<file path="config.mk">
export PLATFORM = sky130hd
export DESIGN_NAME = display_mux_7seg
export DESIGN_NICKNAME = d
export VERILOG_FILES = /design/src/rtl/display_mux_7seg.sv
export SDC_FILE = /design/constraint.sdc
export NUM_CORES = 1
export LEC_CHECK = 0
export ABC_AREA = 1
export BUFFER_PORTS_ARGS = -buffer_cell sky130_fd_sc_hd__buf_2
export CORE_MARGIN = 1.5
export CORE_UTILIZATION = 48
export DETAILED_ROUTE_END_ITERATION = 8
export MAX_ROUTING_LAYER = met4
export PLACE_DENSITY = 0.81
export SYNTH_ARGS = -nofsm -noshare
export SYNTH_HDL_FRONTEND = slang
export SYNTH_SLANG_ARGS = --single-unit
</file>
<file path="constraint.sdc">
create_clock -name clk -period 3.1 [get_ports clk]
set_clock_uncertainty 0.15 [all_clocks]
set_input_delay 0.31 -clock clk [delete_from_list [all_inputs] [get_ports clk]]
set_output_delay 0.31 -clock clk [all_outputs]
set_load 0.02 [all_outputs]
</file>
<file path="src/rtl/display_mux_7seg.sv">
// display_mux_7seg
//   Drives N_DIGITS multiplexed 7-segment digits from one shared segment bus.
//   Digit codes are captured into shadow registers on load. Each digit slot
//   lasts SCAN_DIV clock cycles. Supports hex/decimal display (invalid decimal
//   codes show a dash), leading-zero suppression and a per-digit decimal point.
//   All outputs are registered, one cycle behind the scan index / shadow data.
//
// Ports
//   clk      in   system clock, rising edge
//   rst_n    in   synchronous active-low reset
//   data_in  in   4*N_DIGITS digit codes, digit 0 in bits [3:0]
//   dp_in    in   N_DIGITS decimal-point requests
//   load     in   capture data_in/dp_in into the shadow registers
//   hex_mode in   1 = hex glyphs, 0 = decimal (A..F shown as dash)
//   lz_en    in   leading-zero suppression enable
//   en       in   display enable (0 = dark, scanning continues)
//   seg      out  segments a..g on bits 0..6, active-high
//   dp       out  decimal-point segment, active-high
//   dig_sel  out  one-hot digit enable, active-high
module display_mux_7seg #(
  parameter int N_DIGITS = 4,
  parameter int SCAN_DIV = 50000
) (
  input  logic                  clk,
  input  logic                  rst_n,
  input  logic [4*N_DIGITS-1:0] data_in,
  input  logic [N_DIGITS-1:0]   dp_in,
  input  logic                  load,
  input  logic                  hex_mode,
  input  logic                  lz_en,
  input  logic                  en,
  output logic [6:0]            seg,
  output logic                  dp,
  output logic [N_DIGITS-1:0]   dig_sel
);

  localparam int PRE_W = $clog2(SCAN_DIV);
  localparam int IDX_W = $clog2(N_DIGITS);

  logic [4*N_DIGITS-1:0] data_q, data_d;
  logic [N_DIGITS-1:0]   dps_q, dps_d;
  logic [PRE_W-1:0]      pre_q, pre_d;
  logic [IDX_W-1:0]      idx_q, idx_d;
  logic [6:0]            seg_q, seg_d;
  logic                  dpo_q, dpo_d;
  logic [N_DIGITS-1:0]   sel_q, sel_d;

  logic       tick;
  logic [3:0] code;
  logic       dp_cur;
  logic       higher_nz;
  logic       blank;

  // Hex glyph table; in decimal mode codes above 9 become a dash (g only).
  function automatic logic [6:0] seg7(input logic [3:0] c, input logic hex);
    logic [6:0] s;
    case (c)
      4'h0: s = 7'h3F;
      4'h1: s = 7'h06;
      4'h2: s = 7'h5B;
      4'h3: s = 7'h4F;
      4'h4: s = 7'h66;
      4'h5: s = 7'h6D;
      4'h6: s = 7'h7D;
      4'h7: s = 7'h07;
      4'h8: s = 7'h7F;
      4'h9: s = 7'h6F;
      4'hA: s = 7'h77;
      4'hB: s = 7'h7C;
      4'hC: s = 7'h39;
      4'hD: s = 7'h5E;
      4'hE: s = 7'h79;
      default: s = 7'h71;
    endcase
    if (!hex && (c > 4'd9)) s = 7'h40;
    return s;
  endfunction

  always_comb begin
    tick   = (pre_q == PRE_W'(SCAN_DIV - 1));
    pre_d  = tick ? '0 : pre_q + 1'b1;
    idx_d  = idx_q;
    if (tick) idx_d = (idx_q == IDX_W'(N_DIGITS - 1)) ? '0 : idx_q + 1'b1;

    data_d = load ? data_in : data_q;
    dps_d  = load ? dp_in : dps_q;

    // Select the current digit and check whether it and all digits above it
    // are zero, which is the leading-zero blanking condition.
    code      = 4'h0;
    dp_cur    = 1'b0;
    higher_nz = 1'b0;
    sel_d     = '0;
    for (int k = 0; k < N_DIGITS; k++) begin
      if (IDX_W'(k) == idx_q) begin
        code   = data_q[4*k +: 4];
        dp_cur = dps_q[k];
      end
      if ((IDX_W'(k) >= idx_q) && (data_q[4*k +: 4] != 4'h0)) higher_nz = 1'b1;
      sel_d[k] = en && (IDX_W'(k) == idx_q);
    end
    blank = lz_en && (idx_q != '0) && !higher_nz;

    seg_d = (en && !blank) ? seg7(code, hex_mode) : 7'h00;
    dpo_d = en && dp_cur;
  end

  always_ff @(posedge clk) begin
    if (!rst_n) begin
      data_q <= '0;
      dps_q  <= '0;
      pre_q  <= '0;
      idx_q  <= '0;
      seg_q  <= '0;
      dpo_q  <= 1'b0;
      sel_q  <= '0;
    end else begin
      data_q <= data_d;
      dps_q  <= dps_d;
      pre_q  <= pre_d;
      idx_q  <= idx_d;
      seg_q  <= seg_d;
      dpo_q  <= dpo_d;
      sel_q  <= sel_d;
    end
  end

  assign seg     = seg_q;
  assign dp      = dpo_q;
  assign dig_sel = sel_q;

endmodule

</file>
==> impl_summary.md, run 1 <==
Status
The run finished with clean final reports.

STA
The final hold violation count is 0. The actual slew at the worst max-slew pin is approximately 670 ps. Setup repair after global routing left no endpoint under its margin. Setup total negative slack on the finished layout was measured at 0 ps. Of the available clock period, the critical path in the final layout requires ~83%. Static timing analysis puts the maximum clock frequency at 389.8 MHz. In this run the tightest slew margin relative to its limit is between 50 and 60%. The worst hold slack across all endpoints is 87.82 ps. The final count of negative-setup-slack endpoints is 0. The final worst-path setup slack is between 500 and 600 ps. The time the final worst path needs with I/O delays and setup is around 2600 ps. The final count of pins violating max slew is 0.

Power
Of the total power, the share spent switching nets is 24.58%. Summed over all cells, the static leakage comes to around 1.3 nW. VDD sags by at most about 0.00022 V. The internal cell power is 0.8976 mW. Summed over all nets, the switching power comes to between 0.2 and 0.3 mW.

The fraction of power consumed by sequential logic is ~58%. Power spread over the standard cell area amounts to between 400 and 500 nW/um^2. Combinational logic burns between 10 and 15% of the power. Power comes to around 1.2 mW. The fraction of power consumed by the clock network is roughly 30%.

Worst setup path
The largest fanout on the critical path is 7. The category of the critical setup timing path is reg -> reg. STA puts the critical path data arrival time at about 2600 ps. STA puts the critical path data required time at approximately 3100 ps. The kind of capture point of the worst setup path is a flop. The category of the worst setup path launch point is a flop.

Detailed routing
After detailed routing, the number of vias per cell comes to ~4.9. The count of nets left with antenna violations after detail routing is 0. For this block, the routed nets add up to 4.746 mm of wire. In the routed design, unresolved DRC markers number 0. The via count is 2142. The detailed-route wire length per cell is 10.86 um. In this run, the number of DRC markers left after iteration 0 of detailed routing was 94.

Before antenna repair, the detailed router went through 4 iterations.

Yosys
Summed over its instances, the top area cell type makes up 40.34% of the synthesized netlist area. In the synthesized netlist the dominant register cell turns out to be dfxtp_1. The share of the Yosys chip area taken by registers is about two fifths. In the post-synthesis netlist, the biggest area contributors are dfxtp_1 40%, nand2_1 8.9%, nor2_1 8.5%. Dividing the synthesized area by the synthesized cell count gives 7.429 um^2. After synthesis the netlist holds a flip-flop and latch count of 50. Of all cell types, the one taking the most synthesized area is dfxtp_1. The synthesized netlist occupies a cell area of about 2500 um^2. Sorting the synthesized cells by how often they occur yields 59 x nand2_1, 56 x nor2_1, 50 x dfxtp_1.

The count of unique library cells instantiated by Yosys is 29. The number of nets in the synthesized netlist is 373. Yosys mapped a number of flops with a built-in enable equal to 0.

The instance count of the mapped netlist is between 300 and 400. The most common cell in the netlist is nand2_1. In the synthesized netlist the async set-or-reset flop fraction comes to 0%. The number of warnings issued by yosys is 0.

Job
The max capacitance violation total is 0.

Clocking
Gates resized during post-CTS repair numbered 0. The number of hold buffers added after CTS is 0. Clock latency on the worst-skew pair, taken at its later pin, is between 200 and 300 ps. The clock net in this run drives a total of 50 sinks. The number of clock buffers inserted by TritonCTS is 5. The clock root buffer is clkbuf_8. The buffers inserted during post-CTS setup optimization is 0. The TritonCTS clock tree is built. The H-tree level count is 2. The clock passes through at most 2 buffers.

The clock input transition at the sequential cells of the worst setup and hold paths is 80 ps.

Global route
The total track usage is between 10% and 20%. Entering global routing, the biggest net connects 26 pins. The via count of the first global-routing pass is 1975. The first global-routing pass estimated between 8 and 9 mm of wire.

The number of antenna violations at the first check in global routing is 0. For this run the aggregate overflow at the end of global routing stands at 0.

Placement
The post-place instance area is roughly 2700 um^2. The global placement routability congestion is about 0.94. The total instance count after detailed placement is 431. OpenSTA, run right after detailed placement, puts the worst setup slack at between 500 and 600 ps. During placement, the flow inserted port buffers numbering 37.

The HPWL after detailed placement is around 3.6 mm.

Finish
The post-route cell area is about 2800 um^2. Cells fill a little under three fifths of the core in the end. The non-filler instance count after layout is 437. At the end of the flow, the number of nets in the layout was 410.

Compared with the post-synthesis result, the final layout area differs by 12.51%. The number of diodes is 0. The post-route netlist has around a fifth of its cells at a drive strength greater than 1.

Die
The number of placement rows is 25. The vertical die dimension is 74.90 um. The die covers roughly 5600 um^2. During I/O placement, the number of pins put on the boundary was 38.

The effective utilization at floorplan is approximately half. After floorplanning, the core was sized to cover ~4800 um^2. The die outline width is around 75 um.

Worst hold path
The class of the most critical hold timing path is in -> reg.
[critical path, stage by stage (launching register included)]
cell     delay [ps]
dfxtp_1         420
inv_1            90
ha_1            260
inv_1           200
nand3_1         160
nand2_1          90
o21ai_0         210
ha_1            270
or2_2           290
nand2_1          60
nand2_1          80
nand3_2         120
a21oi_1          60
[registers in the layout, indices dropped and copies added, names as in the netlist]
signal and flops:
idx_q 2, seg 7, dps_q 4, data_q 16
dp 1, pre_q 16, dig_sel 4
[kinds of logic after synthesis]
logic type               Yosys count  synth area share, %
adder cells (fa/ha/maj)           13                6.556
flip-flops                        50                40.34
buffers and inverters             40                6.657
AO/OA/AOI/OAI                     62                13.51
AND/OR/NAND/NOR                  166                31.87
XOR/XNOR                           3                1.059
[power groups by stage]
stage / sequential [mW] / combinational (mW) / clock [mW]
floorplan: 0.706 / 0.0968 / 0
global placement: 0.700 / 0.144 / 0
detailed placement: 0.700 / 0.147 / 0
CTS: 0.685 / 0.147 / 0.375
global route: 0.689 / 0.169 / 0.397
finish: 0.685 / 0.146 / 0.359
[metal layers]
metal | part of all wire [%] | GRT usage, %
met5 | 0 | -
met4 | 0.88 | 5.657
met3 | 4.6 | 3.614
met2 | 49 | 33.73
met1 | 46 | 21.87
[area by class of cell]
cell class                 count  area, um^2
fill                         461        2057
timing repair buffer          37       185.2
clock buffer                   6       82.58
multi-input combinational    244        1315
tap                           67       83.83
sequential                    50        1001
inverter                      33       123.9
[worst paths after layout]
check | startpoint | endpoint | slack, ps | cells past startpoint
min reg2reg | pre_q[0] | pre_q[0] | 320 | 1
max | idx_q[0] | seg[5] | 530 | 12
max reg2reg | idx_q[0] | seg[5] | 530 | 12
min | data_in[1] | data_q[1] | 90 | 3
[layout by cell type, fill, tap and decap left out, drive strengths merged]
| cell | instances |
|---|---|
| nor3 | 6 |
| a21oi | 27 |
| or3 | 1 |
| clkbuf | 6 |
| nand3b | 1 |
| dfxtp | 50 |
| buf | 37 |
| o211ai | 1 |
| a21o | 1 |
| ha | 13 |
| xor2 | 2 |
| or2 | 5 |
| nand3 | 20 |
| nand4 | 4 |
| xnor2 | 1 |
| nor2 | 60 |
| o21ai | 33 |
| inv | 33 |
| nand2 | 68 |
| nor4 | 1 |
(Power assumes the default switching activity.)
==> run 2, diff against run 1 <==
Clock period 3.1 ns to 2.4 ns, I/O delays scaled along.
==> run 2 against run 1 <==
Compared with the run above: sequential power increased by 29%; sequential cell count unchanged; non-clock buffer count increased by 5; clock power increased by 28%; global-route usage increased by 0.73 points; die area unchanged; core utilization increased by 1.4 points; combinational power increased by 34%; critical path depth increased by 1; worst setup slack got worse by 300 ps; sequential share of layout area decreased by 0.73 points; largest cell class unchanged.
==> impl_summary.md, run 2 (synthesis gave the netlist of run 1 again) <==
Power
The internal portion of the total power is about 1.1 mW. The analysis attributes to cell leakage a power of about 1.3 nW. The fraction of power consumed by the clock network is 29.8%. The net switching power of the design is 0.4010 mW.

The fraction of power consumed by combinational cells is 12.7%. The switching power as a share of total power is between 20% and 30%. Sequential cells burn 57.5% of the power. Overall power consumption after layout is estimated at around 1.5 mW.

The power density normalized to cell area is between 500 and 600 nW/um^2. The largest vdd supply drop is between 0.0002 and 0.0003 V.

Die
The die covers 5609 um^2. After floorplanning, the core was divided into 25 placement rows. The effective utilization at floorplan is 51.17%.

The floorplan step set the die width to roughly 75 um. The vertical die dimension is ~75 um. The core region area is 4848 um^2. 38 I/O pins were placed.

Finish
The total area of multi-input combinational cells is 1346 um^2. The share of post-route cells with drive strength above 1 is between 20% and 30%. The most common cell after layout, fill and taps aside is nand2_1.

The filler cell count is around 480. Summing all flip-flop and latch instances after layout gives ~1000 um^2. The net count of the finished layout is between 400 and 500. The library cells used most frequently in the layout, excluding fill and tap cells, are 59 x nand2_1, 56 x nor2_1, 49 x dfxtp_1. Compared with the post-synthesis result, the final layout area differs by 15.28%. The number of antenna diodes in the final layout is 0.

Placement
The count of buffers added on input and output ports is 37. The total half-perimeter wirelength after legalization and detailed placement is about 3.7 mm. The global placement routability congestion is between 0.9 and 1.

STA
Setup repair after global routing left no endpoint under its margin. The actual slew at the worst max-slew pin is between 300 and 400 ps. The worst slew margin relative to its limit is about three quarters. The smallest clock period supported by the final layout is computed as roughly 2200 ps. The ratio of final minimum period to clock period is between 90% and 100%. In the final timing run, aggregate negative setup slack is 0 ps. Timing would allow up to about 460 MHz. Setup violations remaining at the end of the flow were counted as 0. The final count of pins violating max slew is 0. The final hold violation count is 0.

Detailed routing
Once detail routing completed, the nets flagged for antenna violations numbered 0. The routed wire length is between 4 and 5 mm. In the final routed layout, each cell accounts on average for between 10 and 15 um. The first detailed-routing pass took 4 iterations. The starting DRC count in detailed routing is between 100 and 150.

The detailed-route DRC error count is 0. Detailed routing inserted a total of roughly 2.2k vias. The routed via count divided by cell count is ~5.0.

Status
The run finished with clean final reports.

Global route
Entering global routing, the biggest net connects 17 pins. The number of antenna violations at the first check in global routing was 0. For this run the aggregate overflow at the end of global routing stands at 0. The first global-routing pass estimated 8.376 mm of wire. Global routing used between 10% and 20% of the available tracks.

The via count of the first global-routing pass is 2041.

Clocking
The clock root buffer is clkbuf_8. In this run the deepest clock path goes through 2 buffers. At the later pin of the worst-skew pair, clock insertion delay measures roughly 300 ps. The number of clock buffers inserted by TritonCTS is 5. The TritonCTS clock tree is built.

Buffers added to address setup during post-CTS repair amount to 0. The clock drives 50 sinks. After clock tree synthesis, the clock-pin slew on the worst setup and hold paths is around 90 ps. The H-tree level count is 2.

Worst setup path
The worst setup path is captured at a flop. STA classifies the critical path startpoint as a flop. Data on the critical path is required at its endpoint by approximately 2400 ps. The kind of cell with the highest combined delay along the critical path is simple AND/OR/NAND/NOR gates. The category of the critical setup timing path is reg -> reg. The largest individual stage delay along the critical path comes from the cell dfxtp_1. The largest fanout on the critical path is 7.

Data on the critical path arrives at its endpoint at 2210 ps. The critical path's most frequent cell is nand2_1. Together, buffers and inverters on the worst path number 2. The maximum cell stage delay along the critical path is about 370 ps. Traced cell by cell, the critical path runs through inv_2 > ha_4 > inv_2 > nand2_1 > nand3_1 > nand2_1 > o21ai_0 > ha_1 > or2_2 > nand2_1 > nand2_1 > nand3_2 > nor2_1.

Worst hold path
The tightest min-delay check is of the in -> reg type.

Job
Max-cap violations in this run came to 0.
## run 2: changes by cell type in the layout (fill, tap and decap cells not counted)
cell / before / now
ha_2: 0 / 1
dfxtp_4: 0 / 1
a21oi_2: 4 / 5
o21ai_1: 1 / 2
a21oi_1: 23 / 22
o21ai_0: 32 / 31
ha_1: 13 / 10
dfxtp_1: 50 / 49
buf_4: 0 / 5
clkinv_2: 0 / 2
inv_2: 5 / 6
inv_1: 28 / 27
ha_4: 0 / 2
clkbuf_8: 6 / 5
## run 2: cell type report
| cell class | count | area share (%) |
|---|---|---|
| Clock buffer | 5 | 2.406 |
| Clock inverter | 2 | 0.3500 |
| Inverter | 33 | 4.331 |
| Multi-Input combinational cell | 244 | 47.07 |
| Sequential cell | 50 | 35.13 |
| Tap cell | 67 | 2.931 |
| Timing Repair Buffer | 42 | 7.787 |
## run 2: path summary, 6_finish.rpt
path         startpoint   endpoint  slack, ps  cells past startpoint
max reg2reg    idx_q[1]     seg[4]        230                     13
min          data_in[2]  data_q[2]         10                      3
max            idx_q[1]     seg[4]        230                     13
min reg2reg    pre_q[0]   pre_q[0]        310                      1
## run 2: what timing repair did
item,in CTS,in global routing
endpoints found under the setup margin,0,7
hold buffers,0,0
gates resized for setup,0,10
## run 2: worst reg2reg max path: stages (launching register included)
cell and delay [ps]:
dfxtp_1 370, inv_2 120, ha_4 170, inv_2 70, nand2_1 70, nand3_1 110
nand2_1 80, o21ai_0 110, ha_1 210, or2_2 290, nand2_1 60, nand2_1 70
nand3_2 120, nor2_1 60
## run 2: power by group through the flow
stage	Clock (mW)	Combinational (mW)	Sequential [mW]
after floorplan	0	0.125	0.912
after global placement	0	0.191	0.904
after detailed placement	0	0.194	0.905
after CTS	0.471	0.195	0.885
after global routing	0.504	0.223	0.889
final	0.458	0.196	0.884
## run 2: through the flow
stage	setup slack (ps)	util, %	cells	hold WS (ps)	cell area [um^2]
2_1_floorplan	111.9	-	334	224.9	2481
3_3_place_gp	157.3	56.65	436	291.2	2746
3_5_place_dp	73.53	56.65	436	304.0	2746
4_1_cts	45.96	58.27	443	5.546	2825
5_1_grt	21.53	58.99	443	8.404	2860
6_report	234.4	58.99	443	9.868	2860
## run 2: layer usage
metal	track usage (%)	share of wire [%]	wire length, um	vias up
li1	-	-	-	1157
met5	-	0	0	-
met3	4.819	4.3	211	4
met4	5.051	0.98	48	0
met1	22.31	45	2205	987
met2	35.10	49	2415	47
==> run 3, diff against run 2 <==
Settings changed: ABC_AREA 1 to default.
==> run 3 against run 2 <==
Compared with the run above: routed wire length is 3.1% lower; non-clock buffer count grew 10; area after synthesis fell by 1.7%; final cell count shrank 16%; critical path depth is 4 lower; register-to-register slack got worse by 100 ps; sequential share of layout area down 0.38 points; worst hold slack gained 36 ps; clock power is 7.6% higher; core utilization up 1.1 points; via count decreased by 14%; maximum frequency fell by 4.6%; largest cell class unchanged; largest power group unchanged.
==> impl_summary.md, run 3 <==
Job
Across the run, the number of max-cap violations was 0.

Global route
The routing layer with the top usage in global route is met2. Across every metal layer, demand over resource in global routing totals 19.11%. The via count of the first global-routing pass came to around 1.8k. The number of antenna violations at the first check in global routing was 0. The met1 demand-to-capacity share in global routing is about 25%.

The wire length of the first global-routing pass is 8.031 mm. The largest net degree at the start of global routing is 21. The met3 demand-to-capacity share in global routing is 4.607%. The overall overflow remaining after global route is 0. Global routing consumed, on the met2 layer, between 20 and 30% of the routing resources.

Yosys
By count the netlist is led by 50 x dfxtp_1, 25 x nor2_1, 22 x mux2i_1, 22 x nor2b_1, 20 x nand2_1. After synthesis, the share of flip-flops with an asynchronous set or reset is 0%. The number of warnings issued by yosys is 0. By area the synthesized netlist is led by dfxtp_1 41%, mux2i_1 9.0%, ha_1 6.7%.

The net count after synthesis is between 200 and 300. The sequential cell area fraction in the yosys report is around two fifths. After technology mapping, the gate count stands at 258. The most common cell in the netlist is dfxtp_1. The fraction of synthesized cell area taken by the top area cell type is roughly two fifths. The largest area contributor in the netlist is dfxtp_1. The flip-flop and latch count after synthesis is 50.

The number of enable-type register cells in the synthesized netlist is 0. The count of unique library cells instantiated by Yosys is 45. The main flop type after synthesis is dfxtp_1.

The synthesized cell area is ~2400 um^2. A synthesized cell averages roughly 9.5 um^2.

Worst setup path
The setup slack of the worst register-to-register path is roughly 130 ps. The worst setup path is captured at a flop. In this run the critical register-to-register path is captured at seg[1]. The category of the worst setup path launch point is a flop. Traced cell by cell, the critical path runs through inv_1 > ha_2 > nor3b_1 > a221oi_4 > inv_2 > ha_1 > o21bai_1 > a21o_1 > a311oi_2.

Data on the critical path is required at its endpoint by ~2500 ps. The number of cells on the worst reg-to-reg path is 9. The family of cells with the greatest summed delay on the critical path is compound AO/OA/AOI/OAI gates. Along the worst path, the maximum fanout reaches 8.

Counting both buffers and inverters, the worst setup path holds a total of 2. The category of the critical setup timing path is reg -> reg. The critical register-to-register path startpoint is idx_q[0]. The slowest library cell on the worst path is nor3b_1. The launch point of the critical path is idx_q[0]. In this design, the stage delay of the slowest critical-path cell is ~400 ps. The arrival time at the worst endpoint is around 2300 ps.

Die
For this configuration, the core starts out at a cell density of approximately half. The floorplan step defined a die boundary enclosing between 5000 and 6000 um^2. The number of placement rows is 25.

The die is 74.28 um wide. In this run the count of I/O pins placed on the die edge is 38. The vertical die dimension is about 74 um. The core region area is slightly below 5000 um^2.

Placement
In this run, placement finished with an instance count of around 360. After legalization and detailed placement, the total HPWL measured 3.517 mm. The count of buffers added on input and output ports is 37. The global placement routability congestion is just under 0.9.

Clocking
For the worst-skew pair, the clock arrives at the later sink with an insertion delay of 300 ps. For this design, the CTS-stage hold fixing added 0 buffers. The buffer levels on the longest clock path is 2.

CTS saw 50 sinks. The TritonCTS clock tree is built. The clock input transition at the sequential cells of the worst setup and hold paths is approximately 80 ps.

The number of clock buffers inserted by TritonCTS is 5. The clock root buffer is clkbuf_8. The clock tree synthesis step divided the H-tree into 2 levels.

STA
The final count of negative-setup-slack endpoints is 0. The final hold violation count was 0. The time the final worst path needs with I/O delays and setup is 2270 ps. The final count of pins violating max slew was 0. The maximum frequency from static timing analysis is 440.6 MHz. The actual slew at the worst max-slew pin is roughly 570 ps. Setup repair after global routing left no endpoint under its margin. The worst slew margin relative to its limit is between 60% and 70%. The ratio of final minimum period to clock period is approximately 95%. For the final routed database, the setup TNS stands at 0 ps.

Worst hold path
The launch point of the worst hold path is data_in[9]. The capture endpoint of the worst hold path is data_q[9]. The class of the most critical hold timing path is in -> reg.

The worst hold path was traced through 3 stages.

Finish
Leaving out fill and tap cells, the most frequent cell in the layout is dfxtp_1. From synthesis to final layout, the design area changed by 18.73%. The non-filler instance count after layout is between 300 and 400. The library cells used most frequently in the layout, excluding fill and tap cells, are 48 x dfxtp_1, 37 x buf_2, 25 x nor2_1. Of the cells placed in the final design, the portion with a size suffix greater than 1 is about 25%. The filler cell count is roughly 440. At the end of the flow, the number of nets in the layout was 344. 0 antenna diodes ended up in the layout.

Detailed routing
The routed via count divided by cell count is approximately 5. Before antenna repair, the detailed router went through 4 iterations. For this block, the via count after detailed routing is between 1.5k and 2k. The detailed-route DRC error count is 0.

The routed wire length is around 4.7 mm. The count of nets left with antenna violations once routing finished came out at 0. The starting DRC count in detailed routing is 96.

The detailed-route wire length per cell is 12.68 um.

Status
The flow ran to the end, and the final reports show no timing, DRC or antenna violations.

Power
The analysis attributes to cell leakage a power of 1.247 nW. Across the VDD grid, the largest voltage drop is 0.0003547 V. The power density normalized to cell area is roughly 540 nW/um^2.
-- run 3: cell types whose count changed in the layout (fill, tap and decap cells not counted), sizes merged, moves of 5 or more --
cell / delta
a211oi: +7
nor2: -35
buf: +10
and3: +7
xor2: +8
a21oi: -20
inv: -23
o21ai: -29
or2: -5
nand3: -14
mux2i: +22
nand2: -48
nor2b: +22
-- run 3: tightest hold or removal path, delay by kind of cell --
| family | cells | cell delay (ps) |
|---|---|---|
| buf+inv | 1 | 70 |
| mux | 1 | 60 |
| simple gates | 1 | 90 |
-- run 3: layout make-up --
cell class	count	area (um^2)	share of cell area (%)
clock buffers	7	86.33	2.982
clock inverters	1	5.005	0.1729
multi-input cells	186	1379	47.62
inverters	10	37.54	1.296
well taps	67	83.83	2.895
repair buffers	52	297.8	10.29
flip-flops and latches	50	1006	34.74
-- run 3: worst max-delay path by stage --
stage	end	slack, ps	depth (start not counted)
after CTS	seg[1]	20	10
after global routing	seg[0]	3	9
final	seg[1]	130	9
after global placement	seg[1]	100	9
after detailed placement	seg[1]	20	9
after floorplan	seg[1]	8	10
-- run 3: stage by stage --
step                util (%)  total power, mW  hold slack [ps]  setup WS (ps)  area, um^2
floorplan                  -            1.027            235.9          8.143        2455
global placement       57.45            1.087            294.0          102.0        2768
finish                 60.10            1.567            45.89          130.3        2895
CTS                    59.51            1.585            42.09          15.46        2867
global route           60.10            1.638            45.88          2.980        2895
detailed placement     57.45            1.091            306.0          15.84        2768
-- run 3: what timing repair did --
item                                    CTS  global route
buffers inserted                          0             1
gates resized for setup                   3             7
pin swaps                                 2             3
endpoints found under the setup margin    1             7
-- run 3: cells by family after synthesis --
kind of cell | synth area share (%)
xor+xnor | 5.028
compound gates | 10.36
flops | 41.05
mux | 9.030
fa+ha+maj | 6.670
buf+inv | 4.053
simple gates | 23.81
-- run 3: per-layer routing --
| metal | vias up | part of all wire (%) | wire [um] |
|---|---|---|---|
| li1 | 986 | - | - |
| met4 | 0 | 0.70 | 33 |
| met5 | - | 0 | 0 |
| met1 | 856 | 50 | 2382 |
| met2 | 33 | 45 | 2124 |
| met3 | 4 | 4.0 | 188 |
-- run 3: power by group --
| part | switching, mW | internal (mW) |
|---|---|---|
| clock network | 0.261 | 0.233 |
| registers | 0.0221 | 0.862 |
| logic | 0.0999 | 0.0898 |
| total | 0.383 | 1.18 |
